$ cat config.mk
export PLATFORM = sky130hd
export DESIGN_NAME = mel_frame_collector
export DESIGN_NICKNAME = d
export VERILOG_FILES = /design/src/rtl/mel_frame_collector.sv
export SDC_FILE = /design/constraint.sdc
export NUM_CORES = 2
export LEC_CHECK = 0
export CAP_MARGIN = 20
export CORE_ASPECT_RATIO = 0.6
export CORE_UTILIZATION = 60
export DETAILED_ROUTE_END_ITERATION = 7
export PLACE_DENSITY = 0.85
export SYNTH_ARGS = -nofsm -noshare
export SYNTH_HDL_FRONTEND = slang
export SYNTH_SLANG_ARGS = --single-unit
$ cat constraint.sdc
create_clock -name clk -period 82.7 [get_ports clk]
set_input_delay 12.405 -clock clk [delete_from_list [all_inputs] [get_ports clk]]
set_output_delay 12.405 -clock clk [all_outputs]
set_load 0.05 [all_outputs]
$ cat src/rtl/mel_frame_collector.sv
// Ping-pong frame collector: gathers N_COEF serial mel energies into a parallel frame
// and hands complete frames downstream over valid/ready.
module mel_frame_collector #(
  parameter int unsigned N_COEF = 40,
  parameter int unsigned DATA_W = 16
) (
  input  logic              clk,
  input  logic              reset,
  input  logic [DATA_W-1:0] s_data,
  input  logic              s_valid,
  input  logic              s_last,
  output logic              s_ready,
  output logic [DATA_W-1:0] out [N_COEF],
  output logic              m_valid,
  input  logic              m_ready,
  output logic              err_short,
  output logic              err_long,
  output logic [15:0]       frame_cnt
);

  localparam int unsigned IDX_W = $clog2(N_COEF > 1 ? N_COEF : 2);
  localparam logic [IDX_W-1:0] LAST_IDX = IDX_W'(N_COEF - 1);

  typedef enum logic {FILL, DROP} state_t;

  state_t            state, state_nx;
  logic [DATA_W-1:0] bank [2][N_COEF];
  logic [1:0]        full;
  logic              wr_sel, rd_sel;
  logic [IDX_W-1:0]  wr_idx, wr_idx_nx;
  logic              accept, consume;
  logic              store, commit, short_nx, long_nx;

  assign s_ready = (state == DROP) | ~full[wr_sel];
  assign m_valid = full[rd_sel];
  assign accept  = s_valid & s_ready;
  assign consume = m_valid & m_ready;

  always_comb begin
    for (int unsigned i = 0; i < N_COEF; i++) out[i] = bank[rd_sel][i];
  end

  // Next-state and write control
  always_comb begin
    state_nx  = state;
    wr_idx_nx = wr_idx;
    store     = 1'b0;
    commit    = 1'b0;
    short_nx  = 1'b0;
    long_nx   = 1'b0;
    case (state)
      FILL: begin
        if (accept) begin
          if (wr_idx == LAST_IDX) begin
            store     = 1'b1;
            commit    = 1'b1;
            wr_idx_nx = '0;
            if (!s_last) begin
              long_nx  = 1'b1;
              state_nx = DROP;
            end
          end else if (s_last) begin
            wr_idx_nx = '0;
            short_nx  = 1'b1;
          end else begin
            store     = 1'b1;
            wr_idx_nx = wr_idx + IDX_W'(1);
          end
        end
      end
      DROP: begin
        if (accept && s_last) state_nx = FILL;
      end
      default: state_nx = FILL;
    endcase
  end

  always_ff @(posedge clk or posedge reset) begin
    if (reset) begin
      state <= FILL;
    end else begin
      state <= state_nx;
    end
  end

  always_ff @(posedge clk or posedge reset) begin
    if (reset) begin
      for (int unsigned b = 0; b < 2; b++)
        for (int unsigned i = 0; i < N_COEF; i++) bank[b][i] <= '0;
      full      <= '0;
      wr_sel    <= 1'b0;
      rd_sel    <= 1'b0;
      wr_idx    <= '0;
      frame_cnt <= '0;
      err_short <= 1'b0;
      err_long  <= 1'b0;
    end else begin
      wr_idx    <= wr_idx_nx;
      err_short <= short_nx;
      err_long  <= long_nx;
      if (store) bank[wr_sel][wr_idx] <= s_data;
      // commit and consume always target different banks: a full bank is never written
      if (consume) begin
        full[rd_sel] <= 1'b0;
        rd_sel       <= ~rd_sel;
        frame_cnt    <= frame_cnt + 16'd1;
      end
      if (commit) begin
        full[wr_sel] <= 1'b1;
        wr_sel       <= ~wr_sel;
      end
    end
  end

endmodule

## After elaboration in Yosys (flattened, before gate mapping)

Index checks and enable logic that the tools add are counted.

| operators by class | value |
|---|---|
| bitwise operators | 13 |
| $lt $le $gt $ge | 9 |
| reduce and logical (&&, ||, !) cells | 6 |
| $add $sub $neg | 2 |
| multiplexer cells | 36 |
| equality and inequality tests | 1 |

Operators with widths:

| kind | count |
|---|---|
| two-way mux 640 bit | 4 |
| bitwise mux 1280 bit | 1 |
| demux 640 bit (select 1 bit) | 1 |
| demux 16 bit (select 6 bit) | 1 |
| two-way mux 1 bit | 21 |
| adder 16 x 1 -> 16 bit, second input constant | 1 |
| two-way mux 16 bit | 1 |
| two-way mux 6 bit | 2 |
| greater-or-equal comparator 7 bit, second input constant | 1 |
| less-than comparator 7 x 1 -> 1 bit, second input constant | 1 |
| NOT 6 -> 7 bit | 1 |
| adder 6 x 1 -> 6 bit, second input constant | 1 |
| == test 6 bit, second input constant | 1 |
| logical AND 1 bit | 5 |
| greater-or-equal comparator 2 bit, second input constant | 2 |
| less-than comparator 1 x 2 -> 1 bit, second input constant | 2 |
| two-way mux 2 bit | 2 |
| NOT 1 bit | 4 |
| NOT 1 -> 2 bit | 2 |
| bitwise AND 1 bit | 2 |
| bitwise AND 2 bit | 1 |
| demux 1 bit (select 1 bit) | 2 |
| greater-or-equal comparator 1 bit, second input constant | 2 |
| less-than comparator 2 x 1 -> 1 bit, second input constant | 1 |
| 5 further kinds | 5 |

| word-level totals | value |
|---|---|
| bits in registers | 1,309 |
| input port bits | 21 |
| output and inout port bits | 660 |
| logic and storage cells | 155 |

## Logic depth before layout (Yosys ltp)

| depth | value |
|---|---|
| depth in word-level cells | 9 |
| mapped depth | 9 |
| depth with buffers taken out | 5 |

## Worst setup path before layout

Ideal clock, no wire load.

| path | value |
|---|---|
| kind | reg2out |
| start point | register rd_sel |
| end point | output out[583] in the netlist's numbering |
| arrival time | 1.933 ns |
| cell stages (with the launch flop) | 6 |
| setup slack | 68.362 ns |
| buffers on the path | 4 |
| required time | 70.295 ns |
| path through | dfrtp_1 clkbuf_1 clkbuf_1 clkbuf_1 clkbuf_1 mux2_2 |

RTL lines:

| element | line | source |
|---|---|---|
| start, declared | 29 | `logic wr_sel, rd_sel;` |
| start signal, assigned | 105 | `rd_sel <= ~rd_sel;` |
| end, declared | 13 | `output logic [DATA_W-1:0] out [N_COEF],` |

==> results.txt <==
----------------------------------------------------
[Outcome]
  Outcome ... complete, no violations

[Synthesis]
  Number of standard cells after synthesis ... 3756
  Cell variety after synth ... 39
  Main area contributors after synthesis ... dfrtp_1 58%, mux2_2 38%, clkbuf_1 1.7%
  Net count after synthesis ... 3779
  Yosys warns ... 0
  Area fraction of the dominant cell type after synthesis ... 57.6%
  Yosys reg bits ... 1309
  Yosys top cell by area ... dfrtp_1
  Synth Cell Area ... 0.0569 mm^2
  Syn avg cell area ... 15.1 um^2
  Sequential share of the synthesized area ... 57.6%

[Worst setup path]
  Sort of element at the start of the critical path ... register
  Required time of the worst setup path ... 70.30 ns
  Startpoint of the lowest-slack register-to-register path ... rd_sel$_DFFE_PP0N_
  Depth of the worst register-to-register path ... 5
  Arrival time at the worst endpoint ... 6.62 ns
  Crit path capture type ... output port
  Worst setup path class ... register to output port
  Reg-to-reg critical path endpoint ... frame_cnt[15]$_DFFE_PP0N_
  Worst reg2reg setup slack ... 78.82 ns
  Largest fanout on the critical path ... 76

[Clock tree]
  Post-CTS setup buffers ... 0
  Clock tree sinks ... 1309
  Root buffer cell ... clkbuf_16
  CTS resizes ... 0
  CTS tree ... yes
  Hold Buf Count CTS ... 0
  Depth of the CTS H-tree ... 3
  Insertion delay of the later-clocked pin in the worst-skew pair ... 0.71 ns
  Buffer levels on the longest clock path ... 3
  Cts bufs inserted ... 114
  Clock-pin transition on the worst setup and hold timing paths ... 0.07 ns

[Timing]
  Worst max-slew margin expressed relative to the limit ... 19.8%
  Period Utilization, post-route ... 23.0%
  Smallest setup slack after layout ... 63.67 ns
  RSZ-0062 raised after global routing ... false
  Fin Setup TNS ... 0 ns
  Maximum frequency from static timing analysis ... 52.6 MHz
  Clock period minus worst slack ... 19.03 ns
  Count of final setup violators ... 0
  Transition time at the pin with the least slew margin ... 1.20 ns
  Clock skew after layout ... 0.0179 ns
  Final slew viol count ... 0
  Minimum hold slack ... 0.485 ns
  Final-report hold violation count ... 0

[Hold path]
  Worst hold path cell count ... 1
  Start point of the worst hold path ... frame_cnt[15]$_DFFE_PP0N_
  Path class of the lowest-slack min-delay path ... register to register
  Worst min-delay path endpoint ... frame_cnt[15]$_DFFE_PP0N_

[Place]
  Post-Place Setup Slack ... 64.51 ns
  Port Buffers ... 680
  Post-DP HPWL ... 97800 um
  Final weighted congestion of routability-driven global placement ... 0.811

[Route]
  Wire per inst ... 27.9 um
  Count of unresolved DRC violations after routing ... 0
  First-pass DRT Iterations ... 5
  Total routed wirelength ... 157000 um
  Drt first-iter violations ... 2131
  Post-route antenna net violation count ... 0
  Total number of vias ... 34100
  Via density per instance ... 6.06

[Global routing]
  Met2 usage ... 49.8%
  Met3 track demand over resource ... 6.63%
  Grt met1 use ... 46.2%
  Largest net degree at the start of global routing ... 191
  Global-route wire length before repair ... 233000 um
  Total gr overflow ... 0
  Most crowded layer after global routing ... met2
  Vias in the first global route ... 35500
  Antenna violations before repair ... 2
  Global-route total usage across every layer ... 32.6%

[Power and ir drop]
  Net Sw Frac ... 29.9%
  Clock group share of total power ... 34.6%
  Power Total ... 0.00164 W
  P_leak ... 34.3 nW
  Part of the total power dissipated in combinational logic ... 21.6%
  Seq pwr share ... 43.8%
  Maximum vdd drop ... 0.0000219 V
  Cell internal power dissipation ... 0.00115 W
  Net Sw Power ... 0.000491 W
  PwrDens ... 23.8 mW/mm^2

[Die]
  I/O pin count ... 681
  Site row count ... 87
  Die footprint ... 0.0961 mm^2
  Height of the die ... 240 um
  Core Footprint ... 0.0939 mm^2
  Initial Util ... 60.5%
  Chip Width ... 399 um

[Cells and area]
  Commonest cells after routing, fill and taps aside ... 1921 x mux2_2, 1308 x dfrtp_1, 664 x clkdlybuf4s50_1
  Final #Nets ... 4315
  Fraction of final layout cells sized beyond drive strength 1 ... 50.8%
  Signed area change from the synthesized netlist to the final layout ... 20.8%
  Most common library cell in the layout ignoring fill and taps ... mux2_2

[Run]
  Number of max-cap violations ... 0

----------------------------------------------------
==> worst max path at each step <==
stage                        from  slack [ns]                   to
2_1_floorplan               reset       33.40  bank[0]$_DFFE_PP0P_
3_3_place_gp   rd_sel$_DFFE_PP0N_       64.51             out[224]
3_5_place_dp   rd_sel$_DFFE_PP0N_       64.51             out[234]
4_1_cts        rd_sel$_DFFE_PP0N_       63.72             out[234]
5_1_grt        rd_sel$_DFFE_PP0N_       63.42             out[224]
6_report       rd_sel$_DFFE_PP0N_       63.67             out[240]
==> per-stage QoR <==
step | utilization [%] | cells | area [um^2]
after floorplan | - | 3756 | 56900
after global placement | 68.5 | 5403 | 64400
after detailed placement | 68.6 | 5407 | 64500
after CTS | 72.9 | 5616 | 68400
after global routing | 73.1 | 5631 | 68700
final | 73.2 | 5632 | 68700
==> final cells by class <==
type,instances,area [um^2]
fillers,5923,25200
multi-input cells,2112,22900
clock inverters,46,616
flip-flops and latches,1309,32800
clock buffers,163,3380
diodes,1,2.50
repair buffers,750,7510
well taps,1246,1560
inverters,5,26.3
==> layer usage <==
| metal | up-vias | wire, um | share of wire (%) |
|---|---|---|---|
| met4 | 0 | 6540 | 4.2 |
| met5 | - | 0 | 0 |
| met3 | 304 | 8850 | 5.6 |
| met1 | 18300 | 68700 | 44 |
| met2 | 1059 | 73200 | 47 |
| li1 | 14500 | - | - |
==> worst max-delay path: stages (launching register included) <==
cell and delay [ns]:
dfrtp_4 1.02, buf_4 0.92, buf_4 0.94, buf_4 0.88
buf_4 0.77, mux2_2 0.42, clkdlybuf4s50_1 0.71
==> cells in the mapped netlist, drive strengths merged <==
library cell / number
clkbuf: 260
nor3: 9
buf: 70
and3b: 2
and3: 2
or2: 1
dfrtp: 1309
nor2: 13
mux2: 1922
mux2i: 1
nand2b: 5
nand4bb: 1
nor4b: 4
xor2: 4
or4b: 2
and4: 6
or3: 1
nand4: 38
inv: 5
xnor2: 12
or4: 1
o31ai: 1
o21bai: 1
o21ai: 9
nor4: 3
nor3b: 1
or3b: 1
a32o: 1
a31oi: 1
a21o: 3
nand2: 57
a21oi: 2
ha: 2
nand3: 6
==> power groups by stage <==
stage	clock, W	sequential [W]	combinational (W)
floorplan	0	0.000721	0.000250
global placement	0	0.000725	0.000347
detailed placement	0	0.000728	0.000351
CTS	0.000574	0.000717	0.000353
global route	0.000600	0.000723	0.000367
finish	0.000568	0.000717	0.000354
==> flip-flops by register name, summed over array words and instances, names as in the netlist <==
| register | count |
|---|---|
| bank | 1280 |
| err_long | 1 |
| err_short | 1 |
| frame_cnt | 16 |
| full | 2 |
| rd_sel | 1 |
| state | 1 |
| wr_idx | 6 |
| wr_sel | 1 |
==> kinds of logic (layout without fill, tap and decap cells) <==
family / after synthesis / in the layout / share of synthesized area, %
buffers and inverters: 335 / 964 / 2.31
and+or+nand+nor: 153 / 153 / 1.54
muxes: 1923 / 1923 / 38.1
other: 0 / 1 / 0
AOI/OAI and AO/OA: 18 / 18 / 0.198
xor gates and xnor gates: 16 / 16 / 0.246
DFF: 1309 / 1309 / 57.6
adders and majority gates: 2 / 2 / 0.0440
Power figures use the tool's default switching activity.
